--- src/rtl/logic8_pkg.sv ---
// logic8_pkg: opcodes, FSM state encoding and requester count shared by the logic8 arbiter slice.
package logic8_pkg;
    localparam int NREQ = 4;
    localparam logic [1:0] OP_OR  = 2'b00;
    localparam logic [1:0] OP_AND = 2'b01;
    localparam logic [1:0] OP_XOR = 2'b10;
    localparam logic [1:0] OP_NOR = 2'b11;
    typedef enum logic [1:0] {IDLE = 2'd0, EXEC = 2'd1, RESP = 2'd2} state_t;
endpackage

--- src/rtl/logic8_unit.sv ---
// logic8_unit: combinational 8-bit bitwise logic unit (OR/AND/XOR/NOR) built on the 8-bit OR gate block.
module logic8_or8 (
    input  logic [7:0] a,
    input  logic [7:0] b,
    output logic [7:0] y
);
    assign y = a | b;
endmodule

module logic8_unit
    import logic8_pkg::*;
(
    input  logic [1:0] op,
    input  logic [7:0] in1,
    input  logic [7:0] in2,
    output logic [7:0] out
);
    logic [7:0] or_y;
    logic8_or8 u_or (.a(in1), .b(in2), .y(or_y));
    // NOR reuses the OR block rather than a second gate array
    assign out = op == OP_OR  ? or_y :
                 op == OP_AND ? in1 & in2 :
                 op == OP_XOR ? in1 ^ in2 : ~or_y;
endmodule

--- src/rtl/logic8_arbiter.sv ---
// logic8_arbiter: four-requester arbiter sharing one logic8_unit behind a valid/ready result.
// Define LOGIC8_ARB_RR_EN for round-robin selection; otherwise lowest index wins.
module logic8_arbiter
    import logic8_pkg::*;
#(
    parameter int W = 8
) (
    input  logic        clk,
    input  logic        reset,
    input  logic [3:0]  req,
    input  logic [7:0]  op,
    input  logic [31:0] in1,
    input  logic [31:0] in2,
    output logic [3:0]  gnt,
    output logic [7:0]  out,
    output logic [1:0]  out_id,
    output logic        out_valid,
    input  logic        out_ready
);
    state_t      state, state_nxt;
    logic [1:0]  win, id, opr;
    logic [7:0]  a, b, res;

`ifdef LOGIC8_ARB_RR_EN
    logic [1:0] ptr;
    // scan from the farthest offset down so the nearest request at/after ptr wins
    always_comb begin
        win = ptr;
        for (int i = NREQ - 1; i >= 0; i--)
            if (req[ptr + 2'(i)]) win = ptr + 2'(i);
    end
`else
    always_comb begin
        win = 2'd0;
        for (int i = NREQ - 1; i >= 0; i--)
            if (req[i]) win = 2'(i);
    end
`endif

    always_comb begin
        state_nxt = state;
        case (state)
            IDLE:    state_nxt = |req ? EXEC : IDLE;
            EXEC:    state_nxt = RESP;
            RESP:    state_nxt = out_ready ? IDLE : RESP;
            default: state_nxt = IDLE;
        endcase
    end

    logic8_unit u_unit (.op(opr), .in1(a), .in2(b), .out(res));

    always_ff @(posedge clk) begin
        if (reset) begin
            state     <= IDLE;
            gnt       <= '0;
            out       <= '0;
            out_id    <= '0;
            out_valid <= 1'b0;
            id        <= '0;
            opr       <= '0;
            a         <= '0;
            b         <= '0;
`ifdef LOGIC8_ARB_RR_EN
            ptr       <= '0;
`endif
        end else begin
            state <= state_nxt;
            gnt   <= '0;
            if (state == IDLE && |req) begin
                gnt <= 4'b0001 << win;
                id  <= win;
                opr <= op[{win, 1'b0} +: 2];
                a   <= in1[{win, 3'b000} +: 8];
                b   <= in2[{win, 3'b000} +: 8];
`ifdef LOGIC8_ARB_RR_EN
                ptr <= win + 2'd1;
`endif
            end
            if (state == EXEC) begin
                out       <= res;
                out_id    <= id;
                out_valid <= 1'b1;
            end
            if (state == RESP && out_ready) out_valid <= 1'b0;
        end
    end
endmodule

--- config.mk ---
export PLATFORM = sky130hd
export DESIGN_NAME = logic8_arbiter
export DESIGN_NICKNAME = d
export VERILOG_FILES = /design/src/rtl/logic8_pkg.sv /design/src/rtl/logic8_unit.sv /design/src/rtl/logic8_arbiter.sv
export SDC_FILE = /design/constraint.sdc
export NUM_CORES = 1
export LEC_CHECK = 0
export CAP_MARGIN = 30
export CORE_MARGIN = 3
export CORE_UTILIZATION = 46
export DETAILED_ROUTE_END_ITERATION = 6
export GPL_ROUTABILITY_DRIVEN = 0
export HOLD_SLACK_MARGIN = 0.02
export PLACE_DENSITY = 0.87
export SYNTH_ARGS = -nofsm -noshare
export SYNTH_HDL_FRONTEND = slang
export SYNTH_HIERARCHICAL = 1
export SYNTH_SLANG_ARGS = --single-unit
export TNS_END_PERCENT = 30
--- constraint.sdc ---
create_clock -name clk -period 1.6 [get_ports clk]
set_clock_uncertainty 0.2 [all_clocks]
set_input_delay 0.24 -clock clk [delete_from_list [all_inputs] [get_ports clk]]
set_output_delay 0.24 -clock clk [all_outputs]
set_load 0.1 [all_outputs]
==> metrics.txt, run 1 <==
WL final=approximately 7700 um; routed len/inst=15.6 um; Cell Pwr Density=766 nW/um2; initial core utilization=48.3%; synth warn=6; Rows=27; CP peak stage delay=around 0.35 ns; Die H=82.8 um; ANT nets after route=0; die area=6850 um2; Worst-Margin Slew=0.389 ns; mapped cell area=2710 um2; HP Class=in -> reg; IO buf count=93; # placed instances=between 400 and 500; first-pass GRT wire length=12700 um; Mapped Cells=between 300 and 400; IR drop worst, VDD=0.748 mV; clk root buf=clkbuf_8; Total Routing Usage GR=a little under a quarter; main combinational cell family by area after synthesis=compound AO/OA/AOI/OAI gates; die width=82.8 um; Tcrit/Tclk final=95.4%; Rel. slew slack=74.1%; clk sinks=37; # diodes=0; Syn Nets=around 420; CP delay by family, top=compound AO/OA/AOI/OAI gates; crit path launch type=flip-flop; iteration-0 DRC count of the detailed router=123; Seq cells post-synth=37; Place WS=-0.429 ns; deepest clock path buffer count=2; CP arrival=1.50 ns; Final HPWL DP=5970 um; Adder-Cell Fraction of Synth Area=3.69%; setup bufs post-CTS=0; clk_lat worst skew=0.29 ns; Hold Fails Final Rpt=0; grt ovf=0; Layout Area Growth over Synthesis=51.2%; mux contribution to synthesized area=0%; post-route insts no fill=498; vias in the first global route=2859; Clock transition at path regs=0.07 ns; DRC errors left=0; CP Buf/Inv Count=1; worst setup margin=0.0730 ns; TritonCTS clock tree=built; layout cell share with drive strength beyond 1=a little over a fifth; fin nets=512; clock period minus worst slack=roughly 1.5 ns; via count=between 2000 and 3000; # fillers=421; status=complete, no violations; Data required, critical path=1.57 ns; worst path cell trace=or2_1 -> buf_4 -> o21ai_0 -> o41ai_2; RSZ-0062 raised after global routing=no; Initial DRT Pass Iterations=4; vias per inst=between 5 and 6; Compound-Gate Fraction of Synth Area=between 30% and 40%; Slew Limit Fails=0; Async S/R FF share, synth=0%; register area share after synthesis=27.3%; core area=5610 um2; kind of critical path=reg -> reg; Post-Synth Simple-Gate Area=25.8%; worst-path fanout max=11; LEAKAGE=~1.6 nW; Worst Setup End Kind=flip-flop; I/O pins=94; maximum clock frequency=around 650 MHz; Synth cell types=35; syn_area_per_cell=roughly 8.3 um2; max_cap viols=0; number of buffers created by CTS=5; Synth Area in XOR/XNOR=0%; Crit-path slowest cell=dfxtp_1; Final Setup Violations=0; H-tree levels=2; initial antenna violation count=0; main flop type after synthesis=dfxtp_1; EDFF count, synth=0; largest net degree at the start of global routing=30
==> layer usage <==
layer	global-route usage [%]	share of wire, %
met3	7.67	7.3
met4	7.19	2.2
met2	41.8	50
met5	0	0
met1	27.1	41
==> cells in the mapped netlist, types with 10 or more instances <==
cell      count  share of area [%]
nand2b_1     22                5.1
buf_2        13                2.4
a21oi_2      10                3.2
o21ai_0      28                5.2
nand2_1      27                3.7
dfxtp_1      37                 27
nor2b_1      23                5.3
or3b_1       18                5.8
o21bai_1     18                5.0
o41ai_2      16                9.6
a21oi_1      47                8.7
==> per-stage QoR <==
stage                     util, %  cell area, um2  hold slack, ns  power (W)  setup TNS (ns)
after floorplan                 -            2710           0.210    0.00189               0
after global placement       70.5            3960           0.261    0.00238           -7.91
after detailed placement     70.5            3960           0.261    0.00242           -8.60
after CTS                    72.6            4070           0.186    0.00313               0
after global routing         73.1            4100           0.222    0.00329               0
final                        73.1            4100           0.193    0.00314               0
==> kinds of logic after synthesis <==
| logic type | Yosys count |
|---|---|
| AOI/OAI and AO/OA | 133 |
| DFF | 37 |
| buffers and inverters | 35 |
| and+or+nand+nor | 115 |
| adders and majority gates | 8 |
==> cells in the final DEF (no fill, tap or decap), drive strengths merged, types with 2 or more instances in the layout <==
cell type,netlist,routed
o21bai,18,18
nor2,4,4
nand2b,22,22
a211oi,7,7
dlymetal6s2s,0,2
or2,10,10
o41ai,18,18
inv,3,3
dlygate4sd2,0,2
clkdlybuf4s50,0,73
and2b,3,3
or3b,19,19
nor2b,23,23
nor4,2,2
o21ai,29,29
buf,23,45
ha,8,8
a21oi,57,57
nand2,27,27
clkbuf,9,7
nor3,2,2
dfxtp,37,37
==> sequential cells by signal (all words and copies together), names as in the netlist <==
register,flops
gnt,4
out_valid,1
out_id,2
state,2
id,2
b,8
opr,2
a,8
out,8
==> tightest hold or removal path, delay by kind of cell <==
| family | cells | cell delay, ns |
|---|---|---|
| AO/OA/AOI/OAI | 2 | 0.22 |
| buffers and inverters | 1 | 0.19 |
==> path summary, 6_finish.rpt <==
check / startpoint / endpoint / slack [ns] / depth (start not counted)
max reg2reg: state[1] / b[2] / 0.07 / 4
min: reset / b[7] / 0.19 / 3
max: state[1] / b[2] / 0.07 / 4
min reg2reg: id[0] / out_id[0] / 0.27 / 2
==> cell type report <==
type / instances / area (um2) / area share (%)
Multi-Input combinational cell: 256 / 1800 / 43.9
Timing Repair Buffer: 122 / 1360 / 33.1
Sequential cell: 37 / 742 / 18.1
Clock buffer: 7 / 96.3 / 2.35
Tap cell: 72 / 90.1 / 2.20
Inverter: 3 / 11.3 / 0.275
Clock inverter: 1 / 5.00 / 0.122
==> timing repair <==
item                                    4_1_cts  5_1_grt
gates resized for setup                       7       11
gates cloned                                  0        0
endpoints found under the setup margin       19       17
pin swaps                                     0        1
hold buffers                                  0        0
==> report_power, final <==
part           total (W)  internal, W  switching, W
logic            0.00130     0.000640      0.000660
registers        0.00112      0.00102     0.0000971
clock network   0.000723     0.000389      0.000334
Note: power is estimated with default switching activity, not from simulation.
==> inputs of run 2 (changes only) <==
--- a/config.mk
+++ b/config.mk
@@ -8,6 +8,7 @@
 export CAP_MARGIN = 30
 export CORE_MARGIN = 3
 export CORE_UTILIZATION = 46
+export CTS_CLUSTER_SIZE = 28
 export DETAILED_ROUTE_END_ITERATION = 6
 export GPL_ROUTABILITY_DRIVEN = 0
 export HOLD_SLACK_MARGIN = 0.02
==> results of run 2 <==
Same layout as run 1: the final DEF is identical, and so are final timing and power.
==> inputs of run 3 (changes only) <==
--- a/config.mk
+++ b/config.mk
@@ -5,7 +5,7 @@
 export SDC_FILE = /design/constraint.sdc
 export NUM_CORES = 1
 export LEC_CHECK = 0
-export CAP_MARGIN = 30
+export ABC_AREA = 0
 export CORE_MARGIN = 3
 export CORE_UTILIZATION = 46
 export CTS_CLUSTER_SIZE = 28
==> results of run 3 <==
Same layout as run 1: the final DEF is identical, and so are final timing and power.
